===== config.mk =====
export PLATFORM = sky130hd
export DESIGN_NAME = score_keeper
export DESIGN_NICKNAME = d
export VERILOG_FILES = /design/src/rtl/score_pkg.sv /design/src/rtl/score_keeper_bcd_digit_inc.sv /design/src/rtl/score_keeper.sv
export SDC_FILE = /design/constraint.sdc
export NUM_CORES = 1
export LEC_CHECK = 0
export ABC_CLOCK_PERIOD_IN_PS = 4200
export BUFFER_PORTS_ARGS = -buffer_cell sky130_fd_sc_hd__buf_2
export CAP_MARGIN = 20
export CORE_ASPECT_RATIO = 1.4
export CORE_MARGIN = 2
export CORE_UTILIZATION = 40
export DETAILED_ROUTE_END_ITERATION = 8
export PLACE_DENSITY = 0.6
export SLEW_MARGIN = 20
export SYNTH_ARGS = -nofsm -noshare
export SYNTH_HDL_FRONTEND = slang
export SYNTH_SLANG_ARGS = --single-unit

===== constraint.sdc =====
create_clock -name clk -period 4.2 [get_ports clk]
set_input_delay 1.05 -clock clk [delete_from_list [all_inputs] [get_ports clk]]
set_output_delay 1.05 -clock clk [all_outputs]
set_load 0.01 [all_outputs]

===== src/rtl/score_pkg.sv =====
// Purpose : shared types and constants for the score keeper (FSM state, BCD digit, saturation points).
// Latency : n/a (package only).
// Backpressure : n/a.
package score_pkg;

   // Two-state service FSM: IDLE picks one pending event, ADD pumps score increments.
   typedef enum logic {
      IDLE = 1'b0,
      ADD  = 1'b1
   } state_t;

   // One packed BCD digit.
   typedef logic [3:0] bcd_t;

   localparam bcd_t        BCD_MAX_DIGIT = 4'd9;
   localparam logic [15:0] SCORE_SAT     = 16'h9999;
   localparam logic [7:0]  COMBO_SAT     = 8'h99;

   // Multiplier from the combo tens digit: tens+1, clipped at max_mult.
   function automatic logic [2:0] calc_mult(input bcd_t tens, input int unsigned max_mult);
      int unsigned m;
      m = 32'(tens) + 32'd1;
      if (m > max_mult) begin
         m = max_mult;
      end
      return m[2:0];
   endfunction

endpackage


===== src/rtl/score_keeper_bcd_digit_inc.sv =====
// Purpose : single BCD digit incrementer, chained through carry to build multi-digit counters.
// Latency : combinational.
// Backpressure : none.
// Ports   : digit/carry_in -> digit_out/carry_out (carry_out only when digit is 9 and carry_in set).
module bcd_digit_inc
   import score_pkg::*;
(
   input  bcd_t digit,
   input  logic carry_in,
   output bcd_t digit_out,
   output logic carry_out
);

   logic at_max;

   assign at_max    = (digit == BCD_MAX_DIGIT);
   assign carry_out = carry_in & at_max;

   always_comb begin
      digit_out = digit;
      if (carry_in) begin
         digit_out = at_max ? 4'd0 : digit + 4'd1;
      end
   end

endmodule


===== src/rtl/score_keeper.sv =====
// Purpose : collects per-lane hit/miss pulses, keeps BCD score, BCD combo and the combo multiplier.
// Latency : hit at E0 -> combo at E1, score +1 on E2..E(1+m); miss at E0 -> combo cleared at E1.
// Backpressure : none upstream; events queue in one pending bit per lane/class, a same-lane
//                repeat before service is lost and flagged on the sticky dropped output.
// Ports   : clk/reset(async, high), game_start (sync clear), hit/miss[NUM_LANES] pulses;
//           score_bcd[15:0], combo_bcd[7:0], mult[2:0], busy, dropped.
module score_keeper
   import score_pkg::*;
#(
   parameter int NUM_LANES = 4,
   parameter int MAX_MULT  = 4
) (
   input  logic                 clk,
   input  logic                 reset,
   input  logic                 game_start,
   input  logic [NUM_LANES-1:0] hit,
   input  logic [NUM_LANES-1:0] miss,
   output logic [15:0]          score_bcd,
   output logic [7:0]           combo_bcd,
   output logic [2:0]           mult,
   output logic                 busy,
   output logic                 dropped
);

   localparam logic [NUM_LANES-1:0] LANE_ONE = NUM_LANES'(1);

   state_t               state_q;
   logic [2:0]           add_cnt_q;
   logic [15:0]          score_q;
   logic [7:0]           combo_q;
   logic [NUM_LANES-1:0] pend_hit_q,  pend_hit_d;
   logic [NUM_LANES-1:0] pend_miss_q, pend_miss_d;
   logic                 dropped_q;

   logic [NUM_LANES-1:0] svc_hit, svc_miss;
   logic                 drop_evt;
   logic [15:0]          score_inc;
   logic [7:0]           combo_inc;
   logic [4:0]           score_c;
   logic [2:0]           combo_c;
   logic                 score_at_sat;
   logic                 combo_at_sat;

   // ---------------------------------------------------------------
   // BCD incrementers: carry into digit 0 is always set, so the final
   // carry-out is high exactly when every digit is 9 (saturation).
   // ---------------------------------------------------------------
   assign score_c[0] = 1'b1;
   assign combo_c[0] = 1'b1;

   for (genvar g = 0; g < 4; g++) begin : g_score_digit
      bcd_digit_inc u_inc (
         .digit     (score_q[4*g +: 4]),
         .carry_in  (score_c[g]),
         .digit_out (score_inc[4*g +: 4]),
         .carry_out (score_c[g+1])
      );
   end

   for (genvar g = 0; g < 2; g++) begin : g_combo_digit
      bcd_digit_inc u_inc (
         .digit     (combo_q[4*g +: 4]),
         .carry_in  (combo_c[g]),
         .digit_out (combo_inc[4*g +: 4]),
         .carry_out (combo_c[g+1])
      );
   end

   assign score_at_sat = score_c[4];
   assign combo_at_sat = combo_c[2];

   // ---------------------------------------------------------------
   // Service selection, IDLE only: hits beat misses, lowest lane first.
   // x & (~x + 1) isolates the lowest set bit.
   // ---------------------------------------------------------------
   always_comb begin
      svc_hit  = '0;
      svc_miss = '0;
      if (state_q == IDLE) begin
         if (|pend_hit_q) begin
            svc_hit = pend_hit_q & (~pend_hit_q + LANE_ONE);
         end else begin
            svc_miss = pend_miss_q & (~pend_miss_q + LANE_ONE);
         end
      end
   end

   // A pulse arriving on the same edge its bit is serviced is kept;
   // one arriving on a bit that stays pending is lost.
   assign pend_hit_d  = (pend_hit_q  & ~svc_hit)  | hit;
   assign pend_miss_d = (pend_miss_q & ~svc_miss) | miss;
   assign drop_evt    = |((hit  & pend_hit_q  & ~svc_hit) |
                          (miss & pend_miss_q & ~svc_miss));

   // Multiplier follows the live combo, so the value sampled at hit
   // service is the pre-increment one.
   assign mult = calc_mult(combo_q[7:4], MAX_MULT);

   // ---------------------------------------------------------------
   // State / counters
   // ---------------------------------------------------------------
   always_ff @(posedge clk or posedge reset) begin
      if (reset) begin
         state_q     <= IDLE;
         add_cnt_q   <= 3'd0;
         score_q     <= 16'h0000;
         combo_q     <= 8'h00;
         pend_hit_q  <= '0;
         pend_miss_q <= '0;
         dropped_q   <= 1'b0;
      end else if (game_start) begin
         state_q     <= IDLE;
         add_cnt_q   <= 3'd0;
         score_q     <= 16'h0000;
         combo_q     <= 8'h00;
         pend_hit_q  <= '0;
         pend_miss_q <= '0;
         dropped_q   <= 1'b0;
      end else begin
         pend_hit_q  <= pend_hit_d;
         pend_miss_q <= pend_miss_d;
         if (drop_evt) begin
            dropped_q <= 1'b1;
         end

         case (state_q)
            IDLE: begin
               if (|svc_hit) begin
                  add_cnt_q <= mult;
                  if (!combo_at_sat) begin
                     combo_q <= combo_inc;
                  end
                  state_q <= ADD;
               end else if (|svc_miss) begin
                  combo_q <= 8'h00;
               end
            end
            ADD: begin
               // At 9999 the cycle is still spent, only the score holds.
               if (!score_at_sat) begin
                  score_q <= score_inc;
               end
               add_cnt_q <= add_cnt_q - 3'd1;
               if (add_cnt_q == 3'd1) begin
                  state_q <= IDLE;
               end
            end
            default: state_q <= IDLE;
         endcase
      end
   end

   assign score_bcd = score_q;
   assign combo_bcd = combo_q;
   assign busy      = (state_q != IDLE) | (|pend_hit_q) | (|pend_miss_q);
   assign dropped   = dropped_q;

endmodule


Word level (Yosys, flattened, before mapping)
Index checks and enable logic that the tools add are counted.
{"block": "totals", "regBits": 37, "input_bits": 11, "output_inout_bits": 29, "elab_cells": 107}
{"block": "op_classes", "n_addsub": 10, "order_cmp": 1, "eq_ne": 12, "muxes": 34, "bitwise_logic": 22, "reduce_logical": 17}
{"op": "4-bit 2-to-1 mux", "count": 16}
{"op": "16-bit 2-to-1 mux", "count": 3}
{"op": "8-bit 2-to-1 mux", "count": 5}
{"op": "4-bit by 1-bit adder with 4-bit output (second input constant)", "count": 8}
{"op": "4-bit AND", "count": 8}
{"op": "4-bit == test (second input constant)", "count": 6}
{"op": "4-bit OR reduction", "count": 5}
{"op": "4-bit NOT", "count": 4}
{"op": "4-bit bitwise OR", "count": 3}
{"op": "3-bit AND reduction", "count": 4}
{"op": "2-bit nonzero test", "count": 5}
{"op": "3-bit 2-to-1 mux", "count": 3}
{"op": "3-bit by 2-bit inequality test with 1-bit output (second input constant)", "count": 2}
{"op": "3-bit one-hot mux with 2 select lines", "count": 1}
{"op": "4-bit by 1-bit adder with 5-bit output (second input constant)", "count": 1}
{"op": "5-bit by 3-bit > comparator with 1-bit output (second input constant)", "count": 1}
{"op": "1-bit 2-to-1 mux", "count": 5}
{"op": "1-bit AND", "count": 4}
{"op": "2-bit inequality test (second input constant)", "count": 2}
{"op": "4-bit AND reduction", "count": 1}
{"op": "3-bit by 1-bit == test with 1-bit output (second input constant)", "count": 1}
{"op": "3-bit inequality test (second input constant)", "count": 1}
{"op": "3-bit nonzero test", "count": 1}
{"op": "3-bit by 1-bit subtractor with 3-bit output (second input constant)", "count": 1}
{"op": "4 further kinds", "count": 5}

Longest topological paths before layout
{"block": "logic_depth", "depth_word": 11, "mapped_depth": 6}

By module
From an unflattened synthesis, not the netlist that was laid out.
{"block": "unflattened", "hier_cells": 279, "area_unflattened_um2": 2397.3}
{"module": "score_keeper", "n_inst": 1, "cells_each": 201, "area_per_inst_um2": 1841.8, "seq_area_each_um2": 925.9}
{"module": "bcd_digit_inc", "n_inst": 6, "cells_each": 13, "area_per_inst_um2": 92.6, "seq_area_each_um2": 0.0}

Worst setup path before layout
OpenSTA, ideal clock, no wires.
{"block": "synth_timing", "path_type": "register to output", "startpoint": "register combo_q[4], in the netlist combo_bcd[4]", "endpoint": "output mult[0]", "arrival_ps": 1436, "t_required_ps": 3150, "setup_slack_ps": 1714, "path_stages_with_launch": 6, "n_path_buf": 0, "path_cell_list": "dfrtp_1 > ha_1 > and2_1 > a221oi_1 > o32a_1 > nor2_1"}
{"block": "synth_between", "elab_chain_len": 3}
{"element": "from (decl)", "line": "score_keeper.sv:30", "source": "logic [7:0] combo_q;"}
{"element": "from (signal assigned)", "line": "score_keeper.sv:131", "source": "combo_q <= combo_inc;"}
{"element": "4-bit by 1-bit adder with 5-bit output *", "line": "score_pkg.sv:22", "source": "m = 32'(tens) + 32'd1;"}
{"element": "5-bit by 3-bit > comparator with 1-bit output", "line": "score_pkg.sv:23", "source": "if (m > max_mult) begin"}
{"element": "3-bit 2-to-1 mux *", "line": "score_pkg.sv:23"}
{"element": "to (decl)", "line": "score_keeper.sv:20", "source": "output logic [2:0] mult,"}
Every way passes the cells marked *; elsewhere a longest branch is shown, timed or not.

Worst setup path after layout
{"block": "layout_timing", "startpoint": "register state_q", "endpoint": "output busy"}
{"block": "layout_between", "elab_chain_len": 2}
{"element": "from (decl)", "line": "score_keeper.sv:27", "source": "state_t state_q;"}
{"element": "from (signal assigned)", "line": "score_keeper.sv:104", "source": "state_q <= IDLE;"}
{"element": "from (signal assigned)", "line": "score_keeper.sv:112", "source": "state_q <= IDLE;"}
{"element": "from (signal assigned)", "line": "score_keeper.sv:133", "source": "state_q <= ADD;"}
{"element": "1-bit bitwise OR (2 in series)", "line": "score_keeper.sv:155", "source": "assign busy = (state_q != IDLE) | (|pend_hit_q) | (|pend_miss_q);"}
{"element": "to (decl)", "line": "score_keeper.sv:21", "source": "output logic busy,"}
Every way passes these cells.

==> impl_metrics.ini <==
[worst_hold_path]
min_path_type = register to register
hold_start = score_bcd[11]
holdPathEnd = score_bcd[11]
holdPathStages = 1

[clocking]
clk_pin_slew_ns = 0.08
clock-sinks = 37
postCtsSetupRepairBufs = 0
holdBufCountCts = 0
ctsResizeCount = 0
cts_tree = built
ctsRootBufferMaster = clkbuf_8
cts_made_buffers = 5
htree_levels = 2
clkLatencyLatePin_ns = 0.29
cts_buffer_depth = 2

[power_and_ir_drop]
power.density_mw_per_mm2 = 321
vdd_drop_max_mv = 0.184
p_total_mw = 0.833
p_leak_nw = 1.25

[drt]
drc = 0
dr.pass1.iters = 4
postRouteAntennaNets = 0
vias_per_cell = 5.72
vias = 1986
wl_per_cell_um = 14.9
drt_iter0_drc = 77
wirelength_um = 5180

[cells_and_area]
drive_gt1_share_pct = 19.7
nets = 302
antenna_cells = 0
area_growth_pct = 15.5
fin_cells = 347

[logic_synthesis]
synthCells = 238
synthMostInstantiatedCell = dfrtp_1
syn_area_mm2 = 0.00225
synth_cell_types = 57
async_reset_ff_share_pct = 100
ys_seq_area_share_pct = 41.2
synth_top_flop_cell = dfrtp_1
syn_avg_cell_area_um2 = 9.45
synth_area_leaders = dfrtp_1, ha_1, nor2_1, a21oi_1, nand3_1
ys_seq_elements = 37
yosys-top-cells-count = dfrtp_1, nor2_1, a21oi_1
yosys_warnings = 0
synth-edff-count = 0
synthesis.nets = 262
yosysTopAreaCellShare_pct = 41.2
synth_top_area_cell = dfrtp_1

[setup_path]
cp_max_fo = 20
r2r_cells = 5
worstPathRequired_ns = 3.15
cp-start-kind = register
r2r-start = score_bcd[0]
crit_arrival_ns = 1.95
rrSetupSlack_ns = 2.27
endpoint_kind = output port
critPathKind = register to output port
reg2reg_to = score_bcd[3]

[place]
globalplace.congestion = 0.797
dpl.hpwl_um = 3800
portBuffers = 39
dp_cells = 339

[timing]
maxSlewViolCount = 0
period_needed_ns = 3.00
fmax_mhz = 333
fin_crit_sh_pct = 71.4
fin_worst_skew_ns = 0.0136
timing.slew.headroom_pct = 40.4
rsz0062_at_grt = false
tns_ns = 0
max_slew.worst_pin.slew_ns = 0.888
setup_viol = 0
final-hold-violation-count = 0

[die]
start_util_pct = 41.0
std_cell_rows = 32
die_w_um = 67.4
io-pin-count = 40
die_h_um = 92.7
design.die.area_mm2 = 0.00625
core_mm2 = 0.00549

[run_status]
outcome = finished, final reports clean

[grt]
antenna_found_initial = 0
grt.overflow.total = 0
grt_pass1_wl_um = 8610
grt_max_degree = 35
grt_use_total_pct = 17.7
first_global_vias = 1865

[job]
maxCapViolCount = 0
==> cells in the final DEF, fill, tap and decap left out, types with 3 or more instances in the layout <==
master | Yosys | routed
a21oi_1 | 16 | 16
a22o_1 | 3 | 3
a31oi_1 | 5 | 5
and3b_1 | 3 | 3
buf_2 | 0 | 39
clkbuf_8 | 0 | 7
dfrtp_1 | 37 | 37
ha_1 | 13 | 13
inv_1 | 15 | 14
mux2i_1 | 3 | 3
nand2_1 | 11 | 11
nand2b_1 | 4 | 4
nand3_1 | 14 | 14
nand3b_1 | 4 | 4
nor2_1 | 24 | 24
nor2b_1 | 5 | 5
nor3_1 | 7 | 7
nor4_1 | 4 | 4
o211ai_1 | 4 | 4
o21ai_0 | 9 | 9
o41ai_1 | 4 | 4
==> flip-flops by register name (all words and copies together), names as in the netlist <==
signal and flops:
add_cnt_q 3, combo_bcd 8, dropped 1, pend_hit_q 4, pend_miss_q 4, score_bcd 16, state_q 1
==> layer usage <==
metal	vias up	share of wire (%)	GRT usage, %
li1	971	-	-
met2	47	53	31.1
met5	-	0	0
met4	0	0.91	5.10
met3	5	4.9	3.77
met1	963	42	21.1
==> layout make-up <==
cell class	instances	area, um2
well taps	68	85.1
clock inverters	1	5.00
fillers	552	2890
flip-flops and latches	37	926
clock buffers	7	96.3
multi-input cells	178	1220
repair buffers	40	203
inverters	16	60.1
==> cell families after synthesis <==
group / Yosys count / synth area share [%]
buffers and inverters: 23 / 4.50
xor gates and xnor gates: 1 / 0.389
DFF: 37 / 41.2
AOI/OAI and AO/OA: 67 / 21.2
and+or+nand+nor: 93 / 23.6
adders and majority gates: 13 / 7.23
muxes: 4 / 1.84
==> worst max path at each step <==
| stage | startpoint | endpoint | cells after the start |
|---|---|---|---|
| final | state_q | busy | 4 |
| after global routing | state_q | busy | 4 |
| after CTS | state_q | busy | 4 |
| after detailed placement | state_q | busy | 4 |
| after global placement | state_q | busy | 4 |
| after floorplan | combo_bcd[4] | mult[0] | 5 |
==> critical path, stage by stage, from the launching register on <==
cell and delay, ns:
dfrtp_1 0.60, or4_1 0.51, nor2_1 0.28, nand3_1 0.10, buf_2 0.16
==> report_power, final <==
part,leakage (nW),switching (mW),internal [mW]
logic,0.702,0.0805,0.0615
registers,0.497,0.0357,0.379
clock network,0.0542,0.128,0.148
==> per-stage QoR <==
stage / setup WS [ns] / hold WS [ns] / utilization (%) / area (um2)
CTS: 1.18 / 0.556 / 47.4 / 2600
detailed placement: 1.52 / 0.542 / 45.5 / 2500
global placement: 1.51 / 0.535 / 45.5 / 2500
global route: 1.06 / 0.572 / 47.4 / 2600
floorplan: 1.71 / 0.523 / - / 2250
finish: 1.20 / 0.548 / 47.4 / 2600
Power figures use the tool's default switching activity.
